--- config.mk ---
export PLATFORM = sky130hd
export DESIGN_NAME = rgb_pixel_fmt
export DESIGN_NICKNAME = d
export VERILOG_FILES = /design/src/rtl/rgb_pkg.sv /design/src/rtl/rgb_bar_gen.sv /design/src/rtl/rgb_pixel_fmt.sv
export SDC_FILE = /design/constraint.sdc
export NUM_CORES = 1
export LEC_CHECK = 0
export BUFFER_PORTS_ARGS = -buffer_cell sky130_fd_sc_hd__buf_4
export CAP_MARGIN = 25
export CORE_MARGIN = 1
export CORE_UTILIZATION = 51
export CTS_CLUSTER_SIZE = 28
export DETAILED_ROUTE_END_ITERATION = 12
export MAX_ROUTING_LAYER = met4
export PLACE_DENSITY = 0.81
export SYNTH_ARGS = -nofsm -noshare
export SYNTH_HDL_FRONTEND = slang
export SYNTH_HIERARCHICAL = 1
export SYNTH_SLANG_ARGS = --single-unit
--- constraint.sdc ---
create_clock -name Clk -period 6.3 [get_ports Clk]
set_clock_uncertainty 0.05 [all_clocks]
set_input_delay 0.945 -clock Clk [delete_from_list [all_inputs] [get_ports Clk]]
set_output_delay 0.945 -clock Clk [all_outputs]
set_load 0.02 [all_outputs]
--- src/rtl/rgb_pkg.sv ---
// rtl/rgb_pkg.sv - shared mode constants, bar colour table and channel expansion for rgb_pixel_fmt
package rgb_pkg;

    typedef enum logic [1:0] {
        MODE_RGB  = 2'd0,
        MODE_GREY = 2'd1,
        MODE_BARS = 2'd2,
        MODE_RSVD = 2'd3
    } mode_e;

    localparam int MAX_IN_BITS  = 8;
    localparam int MAX_OUT_BITS = 10;
    localparam int IN_IDX_W     = $clog2(MAX_IN_BITS);
    localparam int OUT_IDX_W    = $clog2(MAX_OUT_BITS);

    // {R,G,B} on/off code for bar k is 7-k: white first, black last.
    localparam logic [2:0] BAR_CODE [8] = '{3'd7, 3'd6, 3'd5, 3'd4, 3'd3, 3'd2, 3'd1, 3'd0};

    // Repeats the low in_bits of ch MSB-first; result is left-aligned, callers keep the top bits.
    function automatic logic [MAX_OUT_BITS-1:0] expand_chan(input logic [MAX_IN_BITS-1:0] ch,
                                                           input int in_bits);
        logic [MAX_OUT_BITS-1:0] res;
        res = '0;
        for (int i = 0; i < MAX_OUT_BITS; i++) begin
            res[OUT_IDX_W'(MAX_OUT_BITS - 1 - i)] = ch[IN_IDX_W'(in_bits - 1 - (i % in_bits))];
        end
        return res;
    endfunction

endpackage

--- src/rtl/rgb_bar_gen.sv ---
// rtl/rgb_bar_gen.sv - colour-bar pixel counter and colour lookup, aligned with pipeline stage 1
module rgb_bar_gen
    import rgb_pkg::*;
#(
    parameter int BAR_W = 80
) (
    input  logic       Clk,
    input  logic       Nreset,
    input  logic       Nblank,
    output logic [2:0] code
);

    localparam int            CW       = (BAR_W > 1) ? $clog2(BAR_W) : 1;
    localparam logic [CW-1:0] CNT_LAST = CW'(BAR_W - 1);

    logic [CW-1:0] cnt;
    logic [2:0]    idx;

    // cnt/idx give the position of the next incoming pixel; code is registered alongside it.
    always_ff @(posedge Clk or negedge Nreset) begin
        if (!Nreset) begin
            cnt  <= '0;
            idx  <= '0;
            code <= '0;
        end else if (!Nblank) begin
            cnt  <= '0;
            idx  <= '0;
            code <= '0;
        end else begin
            code <= BAR_CODE[idx];
            if (cnt == CNT_LAST) begin
                cnt <= '0;
                idx <= idx + 3'd1;
            end else begin
                cnt <= cnt + 1'b1;
            end
        end
    end

endmodule

--- src/rtl/rgb_pixel_fmt.sv ---
// rtl/rgb_pixel_fmt.sv - two-stage RGB formatter (expand/grey/bars, blanking); bars built only with RGB_PIXEL_FMT_TESTPAT_EN
module rgb_pixel_fmt
    import rgb_pkg::*;
#(
    parameter int IN_BITS  = 4,
    parameter int OUT_BITS = 8,
    parameter int BAR_W    = 80
) (
    input  logic                   Clk,
    input  logic                   Nreset,
    input  logic [3*IN_BITS-1:0]   Din,
    input  logic                   Nblank,
    input  logic                   Hsync,
    input  logic                   Vsync,
    input  logic [1:0]             Mode,
    output logic [OUT_BITS-1:0]    R,
    output logic [OUT_BITS-1:0]    G,
    output logic [OUT_BITS-1:0]    B,
    output logic                   Nblank_o,
    output logic                   Hsync_o,
    output logic                   Vsync_o
);

    if (IN_BITS < 1 || IN_BITS > MAX_IN_BITS) begin : g_bad_in_bits
        $error("rgb_pixel_fmt: IN_BITS must be 1..8");
    end
    if (OUT_BITS < 1 || OUT_BITS > MAX_OUT_BITS) begin : g_bad_out_bits
        $error("rgb_pixel_fmt: OUT_BITS must be 1..10");
    end
    if (BAR_W < 1) begin : g_bad_bar_w
        $error("rgb_pixel_fmt: BAR_W must be at least 1");
    end

    logic [3*IN_BITS-1:0] din_q;
    logic                 nblank_q;
    logic                 hsync_q;
    logic                 vsync_q;
    mode_e                mode_q;

    always_ff @(posedge Clk or negedge Nreset) begin
        if (!Nreset) begin
            din_q    <= '0;
            nblank_q <= 1'b0;
            hsync_q  <= 1'b0;
            vsync_q  <= 1'b0;
            mode_q   <= MODE_RGB;
        end else begin
            din_q    <= Din;
            nblank_q <= Nblank;
            hsync_q  <= Hsync;
            vsync_q  <= Vsync;
            mode_q   <= mode_e'(Mode);
        end
    end

`ifdef RGB_PIXEL_FMT_TESTPAT_EN
    logic [2:0] bar_code;

    rgb_bar_gen #(
        .BAR_W (BAR_W)
    ) u_bar_gen (
        .Clk    (Clk),
        .Nreset (Nreset),
        .Nblank (Nblank),
        .code   (bar_code)
    );
`endif

    function automatic logic [OUT_BITS-1:0] widen(input logic [IN_BITS-1:0] ch);
        return OUT_BITS'(expand_chan(MAX_IN_BITS'(ch), IN_BITS) >> (MAX_OUT_BITS - OUT_BITS));
    endfunction

    logic [IN_BITS-1:0]   r_in, g_in, b_in;
    logic [IN_BITS+1:0]   y_sum;
    logic [IN_BITS-1:0]   y;
    logic [IN_BITS-1:0]   r_sel, g_sel, b_sel;
    logic [OUT_BITS-1:0]  r_nxt, g_nxt, b_nxt;

    assign r_in  = din_q[3*IN_BITS-1 -: IN_BITS];
    assign g_in  = din_q[2*IN_BITS-1 -: IN_BITS];
    assign b_in  = din_q[IN_BITS-1:0];
    assign y_sum = {2'b00, r_in} + {1'b0, g_in, 1'b0} + {2'b00, b_in};
    assign y     = IN_BITS'(y_sum >> 2);

    always_comb begin
        r_sel = r_in;
        g_sel = g_in;
        b_sel = b_in;
        if (mode_q == MODE_GREY) begin
            r_sel = y;
            g_sel = y;
            b_sel = y;
        end
        r_nxt = widen(r_sel);
        g_nxt = widen(g_sel);
        b_nxt = widen(b_sel);
`ifdef RGB_PIXEL_FMT_TESTPAT_EN
        if (mode_q == MODE_BARS) begin
            r_nxt = {OUT_BITS{bar_code[2]}};
            g_nxt = {OUT_BITS{bar_code[1]}};
            b_nxt = {OUT_BITS{bar_code[0]}};
        end
`endif
        if (!nblank_q) begin
            r_nxt = '0;
            g_nxt = '0;
            b_nxt = '0;
        end
    end

    always_ff @(posedge Clk or negedge Nreset) begin
        if (!Nreset) begin
            R        <= '0;
            G        <= '0;
            B        <= '0;
            Nblank_o <= 1'b0;
            Hsync_o  <= 1'b0;
            Vsync_o  <= 1'b0;
        end else begin
            R        <= r_nxt;
            G        <= g_nxt;
            B        <= b_nxt;
            Nblank_o <= nblank_q;
            Hsync_o  <= hsync_q;
            Vsync_o  <= vsync_q;
        end
    end

endmodule

==> metrics.txt <==
CTS Hold Buffers Added=0; drt first pass iters=4; f_max=between 400 and 500 MHz; vias in the first global route=a little over 700; Final Non-Filler Cells=164; Fill cells=168; worst endpoint data arrival time=~2500 ps; Area Growth Syn to Fin=24.33%; CTS Root Buffer Type=clkbuf_4; Critical Path, Cell by Cell=inv_1 -> fa_1 -> and3b_1 -> inv_1 -> fa_1 -> nor2b_1 -> o21ai_0 -> a211oi_1; Num CTS Buffers=5; # rows=17; Initial DRC Count=21; clk sinks=32; count leader, synth=dfrtp_1; DIE WIDTH=51.90 um; Setup crit end kind=register; PortBufs=39; post-synth top area share=~63%; Tot GR Track Use=between 10% and 20%; Post-synth EDFFs=0; P_sw=about 0.00011 W; Seq/Total Area, Yosys=between 60% and 70%; Power per Cell Area=~270 mW/mm^2; register area=800.8 sq um; Placeable Area=roughly 0.0023 sq mm; Worst EP required=6480 ps; clk slew on worst S/H paths=80 ps; Max clock buf depth=2; met1 usage=about 18%; setup TNS=0 ps; Fin Hold WS=about 300 ps; Post-CTS Resized=0; DR vias/cell=4.872; cell taking the most area after synthesis=dfrtp_1; Post-DP HPWL=about 1500 um; final setup violating endpoints=0; RSZ-0062 raised after global routing=false; synthesized instance count=slightly below 100; number of max-cap violations=0; Vert. Die Dim=51.90 um; Max FO, Critical Path=3; asr flop ratio synth=100.0%; met2 usage=around 29%; Switching Share=between 20% and 30%; Synth Cell Area=0.001270 sq mm; remaining antenna violation count=0; Pleak=0.8172 nW; delay-heaviest family, CP=adder cells; clock latency on the worst-skew pair=320 ps; Antenna Cells=0; status=complete, no violations; Seq pwr share=52.8%; Final min period=2279 ps; setup bufs post-CTS=0; CP startpoint kind=register; Final Hold Fails=0; detailed-route wire length per cell=about 12 um; CP peak stage delay=450 ps; NumNets Final=162; RePlAce Congestion=between 0.9 and 1; Area contributors post-synth=dfrtp_1 63%, buf_4 7.7%, fa_1 6.3%, ha_1 3.0%, nor2_1 2.4%; Crit-path slowest cell=fa_1; Total Die Area=between 0.002 and 0.003 sq mm; Worst VDD drop=approximately 0.23 mV; Initial Utilization=a little under three fifths; # IOs=46; average cell area after synthesis=approximately 13 sq um; total number of vias=799; count of pins over their slew limit=0; post-synthesis register bit count=32; Residual DRC=0; Hold Crit Class=reg2reg; top_reg_cell synth=dfrtp_1; Logic pwr share=approximately a fifth; Congestion Overflow GR=0; critical path class=reg2reg; CTS tree=built; post-synthesis cell type count=22; clock power share=around 28%; crit share post-route=around 36%; global-route layer with the greatest usage=met2; largest net degree at the start of global routing=33; Worst Path Buf+Inv=2; initial antenna violation count=0; multi-input logic area=about 360 sq um; first-pass GRT wire length=3049 um; internal power=between 0.0003 and 0.0004 W; ratio of cells with drive above 1 in the final layout=approximately a third; reg2reg setup slack=just over 4000 ps; met3 usage=between 8 and 9%; Synth top cells by count=32 x dfrtp_1, 13 x buf_4, 8 x nor2_1; WL final=between 1500 and 2000 um; H-tree depth=2; placed insts=about 160; synth warn=6
## power by group through the flow
| stage | Clock [W] | Combinational (W) | Sequential, W |
|---|---|---|---|
| 5_1_grt | 0.000138 | 0.0000871 | 0.000227 |
| 2_1_floorplan | 0 | 0.0000426 | 0.000238 |
| 6_report | 0.000122 | 0.0000795 | 0.000225 |
| 4_1_cts | 0.000127 | 0.0000799 | 0.000225 |
| 3_3_place_gp | 0 | 0.0000771 | 0.000229 |
| 3_5_place_dp | 0 | 0.0000797 | 0.000230 |
## sequential cells by signal (all words and copies together), names as in the netlist
register / cells
Hsync_o: 1
vsync_q: 1
din_q: 12
Nblank_o: 1
hsync_q: 1
Vsync_o: 1
mode_q: 2
G: 4
nblank_q: 1
B: 4
R: 4
## path summary, 6_finish.rpt
check | startpoint | to | cells past startpoint
min | hsync_q$_DFF_PN0_ | Hsync_o$_DFF_PN0_ | 0
max | din_q[1]$_DFF_PN0_ | G[3]$_DFF_PN0_ | 8
max reg2reg | din_q[1]$_DFF_PN0_ | G[3]$_DFF_PN0_ | 8
max in group asynchronous | Nreset | din_q[8]$_DFF_PN0_ | 1
min reg2reg | hsync_q$_DFF_PN0_ | Hsync_o$_DFF_PN0_ | 0
min in group asynchronous | Nreset | din_q[10]$_DFF_PN0_ | 1
## metrics by stage
stage	power [W]	util (%)	cell area, sq um	setup slack [ps]
final	0.0004266	69.38	1579	4021
after CTS	0.0004319	69.38	1579	4004
after detailed placement	0.0003093	66.52	1514	4022
after floorplan	0.0002809	-	1289	4243
after global placement	0.0003058	66.52	1514	4185
after global routing	0.0004519	69.38	1579	3868
## cell usage in the layout (no fill, tap or decap)
master    Yosys  layout
fa_1          4       4
nand3_1       3       3
o21ai_0       1       1
dfrtp_1      32      32
conb_1        1       6
clkbuf_8      0       2
nor2b_1       2       2
nand2_1       5       5
nand4b_1      1       1
nand4_1       4       4
clkbuf_4      0       5
nand2b_1      1       1
a211oi_1      3       3
xnor2_1       1       1
and3b_1       1       1
a21oi_1       4       4
a21o_1        2       2
and4bb_2      1       1
ha_1          3       3
nor2_1        8       8
inv_1         7       7
buf_4        13      39
a311o_1       1       1
## layer usage
layer,vias up,part of all wire [%]
met5,-,0
met4,0,1.9
met3,3,7.4
met2,36,53
met1,380,38
li1,380,-
## layout make-up
cell class,count,area share (%)
clock buffers,7,4.120
inverters,7,1.664
multi-input cells,51,22.74
flip-flops and latches,32,50.71
well taps,28,2.219
repair buffers,39,18.54
## cells by family (layout without fill, tap and decap cells)
group | after synthesis | count (layout) | synth area share (%)
adder cells (fa/ha/maj) | 7 | 7 | 9.262
AND/OR/NAND/NOR | 26 | 26 | 10.84
XOR/XNOR | 1 | 1 | 0.6898
buffers and inverters | 21 | 53 | 10.15
other | 1 | 6 | 0.2953
flip-flops | 32 | 32 | 63.05
AO/OA/AOI/OAI | 11 | 11 | 5.714
(Power assumes the default switching activity.)
